File: config.mk
export PLATFORM = sky130hd
export DESIGN_NAME = m68k_bus_target
export DESIGN_NICKNAME = d
export VERILOG_FILES = /design/src/rtl/m68k_bus_target_pkg.sv /design/src/rtl/m68k_bus_target_sync2.sv /design/src/rtl/m68k_bus_target.sv
export SDC_FILE = /design/constraint.sdc
export NUM_CORES = 1
export LEC_CHECK = 0
export BUFFER_PORTS_ARGS = -buffer_cell sky130_fd_sc_hd__buf_4
export CAP_MARGIN = 20
export CORE_ASPECT_RATIO = 1.5
export CORE_MARGIN = 8
export CORE_UTILIZATION = 35
export DETAILED_ROUTE_END_ITERATION = 10
export GPL_ROUTABILITY_DRIVEN = 0
export PLACE_DENSITY = 0.56
export RECOVER_POWER = 25
export SLEW_MARGIN = 30
export SYNTH_ARGS = -nofsm -noshare
export SYNTH_HDL_FRONTEND = slang
export SYNTH_SLANG_ARGS = --single-unit
File: constraint.sdc
create_clock -name sys_clk -period 6.45 [get_ports sys_clk]
set_clock_uncertainty 0.05 [all_clocks]
set_input_delay 1.29 -clock sys_clk [delete_from_list [all_inputs] [get_ports sys_clk]]
set_output_delay 1.29 -clock sys_clk [all_outputs]
set_load 0.1 [all_outputs]
File: src/rtl/m68k_bus_target_pkg.sv
// Shared definitions for the 68000 bus target: FSM encoding, bus constants,
// default window base and the window decode helper.
package m68k_bus_target_pkg;

    // Default window base; it must be aligned to 2^(REG_AW+1) bytes.
    localparam logic [23:0] DEFAULT_BASE_ADDR = 24'hE90000;

    // Function code for CPU space (interrupt acknowledge and similar).
    // Cycles with this code are never answered.
    localparam logic [2:0] FC_CPU_SPACE = 3'b111;

    // One-hot bus FSM encoding.
    typedef enum logic [5:0] {
        ST_IDLE   = 6'b000001,
        ST_DECODE = 6'b000010,
        ST_WAIT   = 6'b000100,
        ST_ACK    = 6'b001000,
        ST_HOLD   = 6'b010000,
        ST_IGNORE = 6'b100000
    } bus_state_e;

    // True when a byte address falls inside the window that starts at base
    // and spans 2^(aw+1) bytes.
    function automatic logic window_hit(input logic [23:0] addr,
                                        input logic [23:0] base,
                                        input int          aw);
        return (addr >> (aw + 1)) == (base >> (aw + 1));
    endfunction

endpackage

File: src/rtl/m68k_bus_target_sync2.sv
// Parameterised-width two-flop synchroniser for asynchronous bus inputs.
// RST_VAL sets the reset level so active-low strobes come up idle.
module m68k_bus_target_sync2 #(
    parameter int           W       = 1,
    parameter logic [W-1:0] RST_VAL = '0
) (
    input  logic         clk_i,
    input  logic         rst_ni,
    input  logic [W-1:0] d_i,
    output logic [W-1:0] q_o
);

    (* async_reg = "true" *) logic [W-1:0] meta_q;
    (* async_reg = "true" *) logic [W-1:0] sync_q;

    // Two-stage resynchronisation into the system clock domain.
    always_ff @(posedge clk_i or negedge rst_ni) begin
        if (!rst_ni) begin
            meta_q <= RST_VAL;
            sync_q <= RST_VAL;
        end else begin
            meta_q <= d_i;
            sync_q <= meta_q;
        end
    end

    assign q_o = sync_q;

endmodule

File: src/rtl/m68k_bus_target.sv
// 68000 bus responder: decodes an address window, answers with nDTACK after
// a programmable wait, and shares a 16-bit register bank with a local
// (Pi-side) single-cycle port so the bank works as a mailbox.
//
// state  | meaning
// IDLE   | waiting for synchronised AS low; snapshot address, FC, enable
// DECODE | window/FC check; waiting for a data strobe
// WAIT   | wait-state countdown; write merge on the first cycle
// ACK    | nDTACK driven (and data on reads) until AS rises
// HOLD   | one released cycle before accepting a new bus cycle
// IGNORE | cycle not for us; wait for AS to rise
module m68k_bus_target
    import m68k_bus_target_pkg::*;
#(
    parameter logic [23:0] BASE_ADDR   = DEFAULT_BASE_ADDR,
    parameter int          REG_AW      = 4,
    parameter int          WAIT_CYCLES = 4
) (
    input  logic              sys_clk,
    input  logic              nRESET,
    input  logic [23:1]       A_IN,
    input  logic [15:0]       D_IN,
    output logic [15:0]       D_OUT,
    output logic              D_OE,
    input  logic              nAS_IN,
    input  logic              nUDS_IN,
    input  logic              nLDS_IN,
    input  logic              RnW_IN,
    input  logic [2:0]        FC_IN,
    output logic              nDTACK_OE,
    input  logic              enable,
    input  logic [REG_AW-1:0] loc_addr,
    input  logic [15:0]       loc_wdata,
    input  logic              loc_we,
    output logic [15:0]       loc_rdata,
    output logic              evt_write,
    output logic [REG_AW-1:0] evt_addr,
    output logic              loc_collision
);

    localparam int         DEPTH     = 1 << REG_AW;
    localparam logic [7:0] WAIT_LOAD = 8'(WAIT_CYCLES);

    // Synchronised strobes and data.
    logic [3:0]  strb_s;
    logic [15:0] d_s;
    logic        as_n_s, uds_n_s, lds_n_s, rnw_s;

    m68k_bus_target_sync2 #(
        .W       (4),
        .RST_VAL (4'b1111)
    ) u_sync_strb (
        .clk_i  (sys_clk),
        .rst_ni (nRESET),
        .d_i    ({nAS_IN, nUDS_IN, nLDS_IN, RnW_IN}),
        .q_o    (strb_s)
    );

    m68k_bus_target_sync2 #(
        .W       (16),
        .RST_VAL (16'h0000)
    ) u_sync_data (
        .clk_i  (sys_clk),
        .rst_ni (nRESET),
        .d_i    (D_IN),
        .q_o    (d_s)
    );

    assign as_n_s  = strb_s[3];
    assign uds_n_s = strb_s[2];
    assign lds_n_s = strb_s[1];
    assign rnw_s   = strb_s[0];

    // FSM and cycle context.
    bus_state_e        state_q, state_d;
    logic [23:1]       addr_q, addr_d;
    logic [2:0]        fc_q, fc_d;
    logic              en_q, en_d;
    logic              rnw_q, rnw_d;
    logic              uds_q, uds_d;
    logic              lds_q, lds_d;
    logic [7:0]        cnt_q, cnt_d;
    logic              first_q, first_d;
    logic [15:0]       dout_q, dout_d;

    logic [15:0]       bank_q [DEPTH];
    logic [REG_AW-1:0] idx;
    logic              hit;
    logic              bus_we;
    logic              collision;
    logic [15:0]       merged;

    logic              evt_write_q;
    logic [REG_AW-1:0] evt_addr_q;
    logic              coll_q;
    logic [15:0]       loc_rdata_q;

    assign idx = addr_q[REG_AW:1];
    assign hit = en_q && (fc_q != FC_CPU_SPACE) &&
                 window_hit({addr_q, 1'b0}, BASE_ADDR, REG_AW);

    // Byte-lane merge of the synchronised bus data into the addressed word.
    assign merged = {uds_q ? d_s[15:8] : bank_q[idx][15:8],
                     lds_q ? d_s[7:0]  : bank_q[idx][7:0]};

    // A same-cycle local write to the word the bus is merging loses.
    assign collision = loc_we && bus_we && (loc_addr == idx);

    // Next-state and cycle-context logic.
    always_comb begin
        state_d = state_q;
        addr_d  = addr_q;
        fc_d    = fc_q;
        en_d    = en_q;
        rnw_d   = rnw_q;
        uds_d   = uds_q;
        lds_d   = lds_q;
        cnt_d   = cnt_q;
        first_d = 1'b0;
        dout_d  = dout_q;
        bus_we  = 1'b0;

        case (state_q)
            ST_IDLE: begin
                if (!as_n_s) begin
                    state_d = ST_DECODE;
                    addr_d  = A_IN;
                    fc_d    = FC_IN;
                    en_d    = enable;
                    // Read data is snapshotted here so D_OUT has settled for
                    // the whole DECODE/WAIT stretch before nDTACK.
                    dout_d  = bank_q[A_IN[REG_AW:1]];
                end
            end
            ST_DECODE: begin
                if (as_n_s) begin
                    state_d = ST_IDLE;
                end else if (!hit) begin
                    state_d = ST_IGNORE;
                end else if (!uds_n_s || !lds_n_s) begin
                    state_d = ST_WAIT;
                    cnt_d   = WAIT_LOAD;
                    first_d = 1'b1;
                    rnw_d   = rnw_s;
                    uds_d   = !uds_n_s;
                    lds_d   = !lds_n_s;
                end
            end
            ST_WAIT: begin
                bus_we = first_q && !rnw_q;
                cnt_d  = (cnt_q == 8'd0) ? 8'd0 : cnt_q - 8'd1;
                // Leave as the counter reaches zero; WAIT lasts at least one
                // cycle so the write merge always has a slot.
                if (cnt_q <= 8'd1) begin
                    state_d = ST_ACK;
                end
            end
            ST_ACK: begin
                if (as_n_s) begin
                    state_d = ST_HOLD;
                end
            end
            ST_HOLD: begin
                state_d = ST_IDLE;
            end
            ST_IGNORE: begin
                if (as_n_s) begin
                    state_d = ST_IDLE;
                end
            end
            default: begin
                state_d = ST_IDLE;
            end
        endcase
    end

    // FSM state and cycle-context registers.
    always_ff @(posedge sys_clk or negedge nRESET) begin
        if (!nRESET) begin
            state_q <= ST_IDLE;
            addr_q  <= '0;
            fc_q    <= '0;
            en_q    <= 1'b0;
            rnw_q   <= 1'b1;
            uds_q   <= 1'b0;
            lds_q   <= 1'b0;
            cnt_q   <= '0;
            first_q <= 1'b0;
            dout_q  <= '0;
        end else begin
            state_q <= state_d;
            addr_q  <= addr_d;
            fc_q    <= fc_d;
            en_q    <= en_d;
            rnw_q   <= rnw_d;
            uds_q   <= uds_d;
            lds_q   <= lds_d;
            cnt_q   <= cnt_d;
            first_q <= first_d;
            dout_q  <= dout_d;
        end
    end

    // Register bank: bus merge has priority over the local port.
    always_ff @(posedge sys_clk or negedge nRESET) begin
        if (!nRESET) begin
            for (int i = 0; i < DEPTH; i++) begin
                bank_q[i] <= '0;
            end
        end else begin
            for (int i = 0; i < DEPTH; i++) begin
                if (bus_we && (idx == REG_AW'(i))) begin
                    bank_q[i] <= merged;
                end else if (loc_we && (loc_addr == REG_AW'(i))) begin
                    bank_q[i] <= loc_wdata;
                end
            end
        end
    end

    // Local read port and event/collision pulses.
    always_ff @(posedge sys_clk or negedge nRESET) begin
        if (!nRESET) begin
            evt_write_q <= 1'b0;
            evt_addr_q  <= '0;
            coll_q      <= 1'b0;
            loc_rdata_q <= '0;
        end else begin
            evt_write_q <= bus_we;
            if (bus_we) begin
                evt_addr_q <= idx;
            end
            coll_q      <= collision;
            loc_rdata_q <= bank_q[loc_addr];
        end
    end

    // Bus drivers decode straight from the state register so reset releases
    // them without waiting for a clock.
    assign nDTACK_OE     = (state_q == ST_ACK);
    assign D_OE          = (state_q == ST_ACK) && rnw_q;
    assign D_OUT         = dout_q;
    assign loc_rdata     = loc_rdata_q;
    assign evt_write     = evt_write_q;
    assign evt_addr      = evt_addr_q;
    assign loc_collision = coll_q;

endmodule

==> results of run 1 <==
worst register-to-register path, cell delays in order, from the launching register on:
cell,delay [ns]
dfrtp_4,1.00
buf_4,0.90
mux2i_1,0.33
a22oi_1,0.10
a31oi_1,0.80
a21oi_1,0.15
sequential cells by signal, indices dropped and copies added (netlist names):
signal,cells
uds_q,1
u_sync_data.q_o,16
en_q,1
u_sync_strb.q_o,4
addr_q,23
fc_q,3
rnw_q,1
bank_q,256
evt_addr,4
evt_write,1
lds_q,1
u_sync_data.meta_q,16
cnt_q,8
u_sync_strb.meta_q,4
D_OUT,16
loc_collision,1
loc_rdata,16
state_q,6
first_q,1
per-layer routing:
metal,vias up,part of all wire,GRT usage
met4,2,0.048,0.106
met3,206,0.072,0.0429
met1,8913,0.40,0.274
met2,830,0.48,0.346
li1,7062,-,-
met5,-,0.00015,0
kinds of logic after synthesis:
| logic type | after synthesis | synth area share |
|---|---|---|
| mux | 545 | 0.342 |
| compound gates | 390 | 0.118 |
| flops | 379 | 0.422 |
| simple gates | 269 | 0.0765 |
| buf+inv | 185 | 0.0355 |
| xor+xnor | 9 | 0.00351 |
| fa+ha+maj | 3 | 0.00167 |
cell usage after synthesis (6+ instances only):
cell,number,area share
mux2i_1,337,0.15
a22o_1,16,0.0062
mux2_2,31,0.016
a21oi_1,146,0.032
dfrtp_1,369,0.41
a31oi_1,17,0.0047
nor2_2,8,0.0022
and3_1,129,0.036
mux4_2,176,0.18
dfstp_2,10,0.012
a22oi_1,32,0.011
buf_2,47,0.010
nor2_1,12,0.0020
a221oi_1,6,0.0023
buf_4,10,0.0033
o22ai_1,7,0.0019
a211o_1,16,0.0062
and2_1,21,0.0058
clkbuf_1,108,0.018
buf_1,14,0.0023
nand2_1,27,0.0045
nor4_2,8,0.0045
a211oi_1,128,0.043
a221oi_2,10,0.0067
nor2b_1,20,0.0056
final timing paths:
check                                  startpoint                  end  slack [ns]
max in group sys_clk                   state_q[1]                 D_OE        2.72
setup reg to reg                        addr_q[2]          bank_q[220]        2.94
min in group asynchronous                  nRESET           bank_q[44]        0.65
hold reg to reg            u_sync_data.meta_q[10]  u_sync_data.q_o[10]        0.28
setup / recovery                           nRESET            addr_q[2]        2.72
hold / removal             u_sync_data.meta_q[10]  u_sync_data.q_o[10]        0.28
power breakdown:
part,internal [mW],switching [mW]
Sequential,2.90,0.650
Combinational,1.47,2.11
Clock,1.37,1.05
Total,5.74,3.82
area by class of cell:
type                       count  area (µm²)  area share
inverter                       5        18.8    0.000738
tap                          812        1020      0.0400
clock inverter                 9         105     0.00413
timing repair buffer         159        1230      0.0483
sequential                   379        9500       0.374
antenna                        2        5.00    0.000197
multi-input combinational   1216       12300       0.484
clock buffer                  65        1250      0.0490
per-stage QoR:
| step | area, µm² | hold slack, ns | setup slack (ns) | instances | utilization |
|---|---|---|---|---|---|
| finish | 25400 | 0.284 | 2.72 | 2647 | 0.397 |
| CTS | 25400 | 0.299 | 2.70 | 2643 | 0.396 |
| global placement | 24000 | 0.283 | 2.42 | 2566 | 0.375 |
| detailed placement | 24000 | 0.286 | 2.37 | 2569 | 0.375 |
| global route | 25400 | 0.305 | 2.04 | 2645 | 0.397 |
| floorplan | 22500 | 0.281 | 2.58 | 1780 | - |
==> results.txt, run 1 <==
- Final wirelength: approximately 80 mm
- Across the run, the number of max-cap violations was 1.
* Skew-Pair Late Insertion Delay: 0.60 ns
- Delay contributed by the slowest stage of the critical path: 1.74 ns
- The H-tree was split into 2 levels.
- Count of cell instances traversed by the critical path: 2
- Final ANT Viol Nets: 0
- Worst slew margin: -0.526
- The signal on the critical path passes through buf_8 > clkbuf_2.
- Async set or reset register ratio after synthesis: 1.00
- For this run the aggregate overflow at the end of global routing stands at 0.
- STA puts the critical path data arrival time at ~3.6 ns.
* Via Count: ~17000
- The cell family contributing the most delay on the critical path is buffers and inverters.
- In this run the post-CTS setup repair buffer count came out at 0.
* Primary flip-flop cell chosen by synthesis mapping: dfrtp_1
- Counting I/O delays and the setup requirement, the final critical path takes 3.73 ns.
* Via count of the first global-routing pass: roughly 18000
- The first global-routing pass estimated approximately 120 mm of wire.
- Run status: finished, violations left
* Final period utilization: 0.578
- Max-slew violations: between 90 and 100
* Average detailed-routed wire length per instance: around 30 µm
* Violated checks: max-capacitance violations, max-slew violations
- The tightest min-delay check is of the flip-flop to flip-flop type.
- Number of buffers inserted for hold repair after clock tree synthesis: 0
- The cell area that synthesis handed to floorplanning was about 22000 µm².
- Leaving out fill and tap cells, the most frequent cells in the layout are dfrtp_1 (367), mux2i_1 (337), mux4_2 (176).
- The library cell used most frequently in the layout, excluding fill and tap cells, is dfrtp_1.
* Placeable Area: roughly 64000 µm²
- Count of endpoints failing setup in the final report: 0
- Using the TritonRoute via totals, the vias-per-cell ratio works out to roughly 6.4.
* Cells after Synth: roughly 1800
- Synth warnings: 0
* Antenna violations before repair: 3
- CTS tree: done
* Avg Cell Area, Syn: 12.6 µm²
* Net count after synthesis: between 1500 and 2000
- Number of synthesized register bits: roughly 380
- Setup TNS: 0 ns
- Power per standard cell area: ~380 nW/µm²
- VDD sags by at most 0.000180 V.
- The setup path with the least slack is of type primary input to async pin.
- First-pass DRT Iterations: 7
* Die Outline Area: around 73000 µm²
- The tree built by TritonCTS fans out to between 300 and 400 sinks.
- Unique masters post-synth: 60
* Global Route Usage Sum: 0.215
- The layout has between 5000 and 6000 filler cells.
- Actual transition at the worst max-transition pin: roughly 2.3 ns
* F_max: 268 MHz
- Kind of end point of the critical path: async pin
* Number of rows created at floorplan: roughly 110
* Number of buffer and inverter stages on the critical path: 2
- Master of the slowest instance on the critical path: clkbuf_2
* Number of buffers inserted by port buffering: roughly 110
* Clk buf depth: 3
- Sequential fraction of the synthesis area: 0.422
- Maximum number of pins on one net before global-route repair: 140
* Die width: 223 µm
- Clock-pin slew on the worst setup and hold paths: roughly 0.060 ns
* Count of routing violations after the opening detailed-route iteration: 1671
* Synthesis-to-finish area growth: 13.0%
- Along the worst hold path, the cell count comes to 0.
- Count of boundary I/O pins: between 100 and 150
* EDFF count, synth: 0
- The wire-length estimate of the detail-placed layout is a little over 50 mm.
- For this run, design rule violations remaining after detail routing come to 0.
* Startpoint Class: primary input
- Once the clock tree was built, the resizer swapped 0 gates to a different size.
- Of all nets on the critical path, the largest fanout is 92.
* Static power due to leakage: 11.1 nW
- Die extent in y: ~330 µm
- At the end of the flow, the number of nets in the layout was between 1500 and 2000.
- The initial utilization of the core area, before any placement, comes to 0.351.
* Number of hold violations in the final report: 0
* Final Total Pwr: 9.56 mW
- Setup repair after global routing left no endpoint under its margin.
- At the worst endpoint, the required time is roughly 6.3 ns.
* Depth of the worst register-to-register path: 5
- Layout cell share with drive strength beyond 1: 0.264
* CTS root buf: clkbuf_16
- Number of buffers created by CTS: a little over 40
(Power assumes the default switching activity.)
==> inputs of run 2 (changes only) <==
==> constraint.sdc (replaced) <==
create_clock -name sys_clk -period 3.86 [get_ports sys_clk]
set_clock_uncertainty 0.05 [all_clocks]
set_input_delay 0.772 -clock sys_clk [delete_from_list [all_inputs] [get_ports sys_clk]]
set_output_delay 0.772 -clock sys_clk [all_outputs]
set_load 0.1 [all_outputs]
==> run 2 against run 1 <==
Compared with the run above:
- the flow still finishes with violations (max-capacitance violations, max-slew violations)
- worst hold slack got worse by 0.042 ns
- utilization increased by 0.66 points
- critical path type is now flip-flop to output port
- first-iteration DRC count decreased by 8.7%
- critical path depth increased by 3
- largest cell class unchanged
- critical endpoint is now D_OE
- sequential share of layout area decreased by 0.61 points
==> results.txt, run 2 (synthesis gave the netlist of run 1 again) <==
* Run status: finished, violations left
- The final reports fail on max-capacitance violations, max-slew violations.
- Total overflow reported by the global router: 0
* Number of buffer and inverter stages on the critical path: 2
- At the placement stage, the worst setup path has a slack of 0.895 ns.
- Flip-flop count of the largest register after layout: approximately 260
- Class of the tightest hold or removal check: primary input to flip-flop
- Of the total power, the share spent switching nets is 0.394.
* Placeable Area: 64000 µm²
- Dividing the detail-routed wire length by the instance count gives between 20 and 30 µm.
* Clock network fraction of total power: 0.247
- End of the worst register-to-register path: D_OUT[14]
- Count of routing violations after the opening detailed-route iteration: approximately 1500
* Arrival time worst endpoint: approximately 2.5 ns
- Delay contributed by the slowest stage of the critical path: 0.59 ns
- In this run, post-CTS repair resized a total of 0 instances.
* Drc violations: 0
* Worst slew margin: -0.707
- For this configuration, the core starts out at a cell density of 0.351.
- Final period utilization: 0.847
- Number of rows created at floorplan: roughly 110
- Clock-pin slew on the worst setup and hold paths: around 0.060 ns
- Counting instances, the worst hold path has a depth of 1.
* Net switching power: around 6.3 mW
* Final ANT Viol Nets: 0
- Number of buffers created by CTS: just over 40
- Measured along the x axis, the die boundary spans about 220 µm.
* Final worst hold slack: around 0.24 ns
* Maximum number of pins on one net before global-route repair: just under 90
- Met1 demand-to-capacity share in global routing: 0.267
* Count of boundary I/O pins: 110
* Gr busiest metal: met2
* Largest registers: bank_q: 256 flops, addr_q: 23 flops
- Of the total power, registers draw 0.365.
* Count of endpoints failing setup in the final report: 0
- Skew-Pair Late Insertion Delay: approximately 0.59 ns
- The kind of cell with the highest combined delay along the critical path is simple AND/OR/NAND/NOR gates.
* Maximum level of the CTS H-tree: 2
- Layout cell share with drive strength beyond 1: 0.283
- Half-perimeter wire length of the detailed placement result: roughly 52 mm
* Smallest setup slack after layout: about 0.59 ns
* Worst flop-to-flop path startpoint: state_q[3]
- Synthesis-to-finish area growth: 14.9%
- The path with the worst hold slack has its endpoint at u_sync_strb.meta_q[0].
- In the global route stage, overall resource usage came out at 0.216.
* Required time at the worst-slack endpoint: 3.04 ns
- Max-cap violations in this run came to 1.
- The final layout contains between 1500 and 2000 nets.
- The share of total power dissipated in combinational logic is 0.388.
* Setup TNS: 0 ns
- For the finished layout, the period the worst path requires is approximately 3.3 ns.
* Peak supply drop: about 0.00044 V
- Met2 track demand over resource: 0.357
- The via count of the first global-routing pass is roughly 18000.
- Worst min-delay path startpoint: RnW_IN
- Depth of the worst register-to-register path: 4
- Number of hold violations in the final report: 0
- Static power due to leakage: around 11 nW
- Clock sink count: ~380
- Register-to-register path setup slack: 1.00 ns
* Power per standard cell area: roughly 620 nW/µm²
* CTS tree: done
* First-pass DRT Iterations: 5
- Final wirelength: between 70 and 80 mm
- Setup repair after global routing missed its margin: false
- Cell internal power was estimated by the tool at slightly below 10 mW.
- Actual transition at the worst max-transition pin: approximately 2.6 ns
- The first global-routing pass estimated around 120 mm of wire.
* Register ranked first by flip-flop count: bank_q
- Antenna violations before repair: 5
- Drt via density: about 6.3
- Counting along the longest clock path gives a buffer depth of 3.
- Number of buffers inserted by port buffering: approximately 110
- Met3 Resource Use GR: 0.0434
- The worst setup path is of the flip-flop to output port kind.
- The cell sitting at the root of the clock tree is a clkbuf_16.
- Timing would allow up to between 300 and 400 MHz.
- Final Total Pwr: roughly 16 mW
* Kind of end point of the critical path: output port
- Leaving out fill and tap cells, the most frequent cell in the layout is dfrtp_1.
* Leading cell types in the layout, fill and taps excluded: dfrtp_1 (367), mux2i_1 (337), mux4_2 (176)
- The worst setup path is launched from a flip-flop.
- Buffers inserted to repair hold after CTS numbered 0.
- Buffers added to address setup during post-CTS repair amount to 0.
* Master of the slowest instance on the critical path: nor4_1
- Max-slew violations: 84
* Die Outline Area: just over 70000 µm²
- In this run the worst path has a maximum fanout of 6.
- Detailed routing inserted a total of roughly 17000 vias.
* Filler instances: between 5000 and 6000
- Cell-by-cell trace of the critical path: nor4_1 > nand3b_1 > inv_1 > and2_1 > buf_4
- Die extent in y: roughly 330 µm
[run 2: layer usage]
metal	wire length, µm	part of all wire
met4	4060	0.051
met2	38600	0.49
met3	5600	0.070
met5	66	0.00083
met1	31200	0.39
[run 2: power by group through the flow]
stage	combinational, mW	sequential (mW)	clock (mW)
final	6.23	5.87	3.97
after global routing	6.59	5.99	4.21
after CTS	6.14	5.92	4.07
after detailed placement	6.10	5.99	0
after global placement	6.02	5.93	0
after floorplan	3.62	6.36	0
[run 2: cell type report]
class,instances,area (µm²),share of cell area
diodes,2,5.00,0.000194
clock buffers,56,1180,0.0458
clock inverters,18,130,0.00504
inverters,5,18.8,0.000726
multi-input cells,1216,12300,0.475
flip-flops and latches,379,9500,0.368
well taps,812,1020,0.0393
repair buffers,211,1710,0.0662
[run 2: worst max path at each step]
stage | from | to | slack, ns | cells past startpoint
3_3_place_gp | A_IN[2] | D_OUT[1] | 0.88 | 6
2_1_floorplan | state_q[1] | D_OE | 0.51 | 4
5_1_grt | nRESET | bank_q[126] | 0.31 | 2
6_report | state_q[1] | D_OE | 0.59 | 5
4_1_cts | state_q[1] | D_OE | 0.57 | 5
3_5_place_dp | A_IN[2] | D_OUT[1] | 0.90 | 6
[run 2: through the flow]
step | utilization | cells | area (µm²)
after CTS | 0.403 | 2694 | 25800
after floorplan | - | 1780 | 22500
after global placement | 0.383 | 2619 | 24500
final | 0.403 | 2699 | 25800
after global routing | 0.403 | 2697 | 25800
after detailed placement | 0.383 | 2620 | 24500
==> inputs of run 3 (changes only) <==
--- a/config.mk
+++ b/config.mk
@@ -12,7 +12,7 @@
 export CORE_UTILIZATION = 35
 export DETAILED_ROUTE_END_ITERATION = 10
 export GPL_ROUTABILITY_DRIVEN = 0
-export PLACE_DENSITY = 0.56
+export PLACE_DENSITY = 0.58
 export RECOVER_POWER = 25
 export SLEW_MARGIN = 30
 export SYNTH_ARGS = -nofsm -noshare
==> constraint.sdc (replaced) <==
create_clock -name sys_clk -period 2.7 [get_ports sys_clk]
set_clock_uncertainty 0.05 [all_clocks]
set_input_delay 0.54 -clock sys_clk [delete_from_list [all_inputs] [get_ports sys_clk]]
set_output_delay 0.54 -clock sys_clk [all_outputs]
set_load 0.1 [all_outputs]
==> run 3 against run 2 <==
Compared with the run above:
- the run still ends with max-capacitance violations, max-slew violations left
- sequential share of layout area fell by 1.4 points
- routed wire length rose by 5.0%
- setup slack got worse by 0.48 ns
- combinational power rose by 52%
- die area did not move
- global-route usage rose by 1.1 points
- non-clock buffer count rose by 74
- critical endpoint unchanged
==> results.txt, run 3 (synthesis gave the netlist of run 1 again) <==
- Run status: finished, violations left
- The final reports fail on max-capacitance violations, max-slew violations.
- Dividing the detail-routed via count by the number of cells gives approximately 6.4.
- Delay contributed by the slowest stage of the critical path: 0.44 ns
- Static power due to leakage: roughly 12 nW
- Traced cell by cell, the critical path runs through nor4_4 > nand3b_1 > clkinvlp_4 > and2_4 > buf_12.
- Setup TNS: 0 ns
* Synthesis-to-finish area growth: 19.6%
* Master of the slowest instance on the critical path: dfrtp_2
- Of all nets on the critical path, the largest fanout is 5.
* Largest registers: bank_q: 256 flops, addr_q: 23 flops
* Effective utilization at floorplan: 0.351
- Count of endpoints failing setup in the final report: 0
* CTS root buf: clkbuf_16
- After detailed routing, the average wire length per cell comes to approximately 30 µm.
- F_max: 386 MHz
- Count of routing violations after the opening detailed-route iteration: roughly 1800
* Final ANT Viol Nets: 0
* Register ranked first by flip-flop count: bank_q
- For the pin with the worst max-slew slack, the measured transition is approximately 1.8 ns.
- Placeable Area: around 64000 µm²
- Number of rows created at floorplan: about 110
- Counting tap cells, the placed design contains a total of approximately 2700 instances.
* Filler instances: around 5900
- Number of hold violations in the final report: 0
* Global-route wire length before repair: 125 mm
- The final route contains about 18000 vias.
* Required time at the worst-slack endpoint: about 2.1 ns
* Flip-flop count of the largest register after layout: around 260
* # nets final: around 2000
* Final period utilization: 0.959
- The worst setup path is launched from a flip-flop.
- Drc violations: 0
* Max_cap viols: 1
* Half-perimeter wire length of the detailed placement result: about 53 mm
- Overall power consumption after layout is estimated at 23.8 mW.
* First-pass DRT Iterations: 7
- The die covers just over 70000 µm².
* Maximum level of the CTS H-tree: 2
- Leaving out fill and tap cells, the most frequent cell in the layout is dfrtp_1.
- Buffers placed on the I/O ports in this run total between 100 and 150.
- By startpoint and endpoint, the worst setup path is classified as flip-flop to output port.
* Area used by multi-input combinational logic: around 12000 µm²
- 0 antenna diodes ended up in the layout.
- Excluding fillers, the count of instances in the completed layout stands at ~2800.
- Sequential standard cell area: between 9000 and 10000 µm²
- For this design the ratio of total power to cell area is ~880 nW/µm².
- Max-slew violations: 53
- Leading cell types in the layout, fill and taps excluded: dfrtp_1 (365), mux2i_1 (337), buf_4 (201)
* Total overflow reported by the global router: 0
- Peak supply drop: 0.000636 V
- Timing analysis after detailed placement gives a worst setup slack of about 0.029 ns.
* Antenna violations before repair: 2
- Clock tree synthesis inserted a total of between 40 and 50 buffers.
* Worst slew margin: -0.181
- For the worst setup path, the data arrival time is around 2.0 ns.
- Setup repair after global routing could not meet its margin everywhere.
- Kind of end point of the critical path: output port
- The smallest clock period supported by the final layout is computed as roughly 2.6 ns.
* Clock sink count: about 380
* Via count of the first global-routing pass: about 19000
- Count of boundary I/O pins: 110
- Final wirelength: between 80 and 90 mm
* Layout cell share with drive strength beyond 1: 0.303
- Global Route Usage Sum: 0.226
- Die width: around 220 µm
- Class of the tightest hold or removal check: primary input to flip-flop
* Clk buf depth: 3
- TritonCTS built the clock tree.
- Clock-pin slew on the worst setup and hold paths: 0.06 ns
- Maximum number of pins on one net before global-route repair: 75
- Skew-Pair Late Insertion Delay: roughly 0.60 ns
* Die extent in y: approximately 330 µm
- Smallest setup slack after layout: 0.111 ns
* Final worst hold slack: ~0.043 ns
## run 3: metrics by stage
step | util | instance area (µm²)
global placement | 0.394 | 25300
global route | 0.420 | 26900
detailed placement | 0.394 | 25300
floorplan | - | 22500
finish | 0.420 | 26900
CTS | 0.419 | 26900
## run 3: path summary, 6_finish.rpt
path                                              from                     end  cells past startpoint  slack, ns
worst max register to register               addr_q[1]             bank_q[175]                      4       0.25
worst max-delay path                        state_q[4]                    D_OE                      5       0.11
min in group asynchronous                       nRESET              bank_q[34]                      2       0.87
max in group asynchronous                       nRESET             bank_q[167]                      3       0.28
worst min register to register  u_sync_data.meta_q[12]     u_sync_data.q_o[12]                      0       0.30
worst min-delay path                          D_IN[10]  u_sync_data.meta_q[10]                      1       0.04
## run 3: repair_timing
item | CTS | global route
resized for setup | 4 | 6
endpoints found under the setup margin | 5 | 11
setup buffers | 0 | 3
pin swaps | 1 | 3
hold endpoints to repair | 67 | 0
hold buffers | 19 | 0
## run 3: layout make-up
cell class | instances | area share
clock buffer | 57 | 0.0430
clock inverter | 18 | 0.00893
inverter | 5 | 0.000837
multi-input combinational | 1216 | 0.457
sequential | 379 | 0.353
tap | 812 | 0.0378
timing repair buffer | 285 | 0.0988
## run 3: layer usage
layer,GRT usage,up-vias,wire length [µm]
li1,-,7302,-
met1,0.274,9222,31700
met2,0.366,922,39500
met3,0.0439,311,6060
met4,0.149,4,6270
met5,0,-,27
## run 3: worst max-delay path: cells and delay by family, from the launching register on
family,cells,cell delay (ns)
flip-flops,1,0.44
buffers and inverters,2,0.31
AND/OR/NAND/NOR,3,0.64
## run 3: power breakdown
group | internal (mW) | switching, mW
clock network | 3.50 | 2.53
registers | 6.95 | 1.38
logic | 4.17 | 5.28
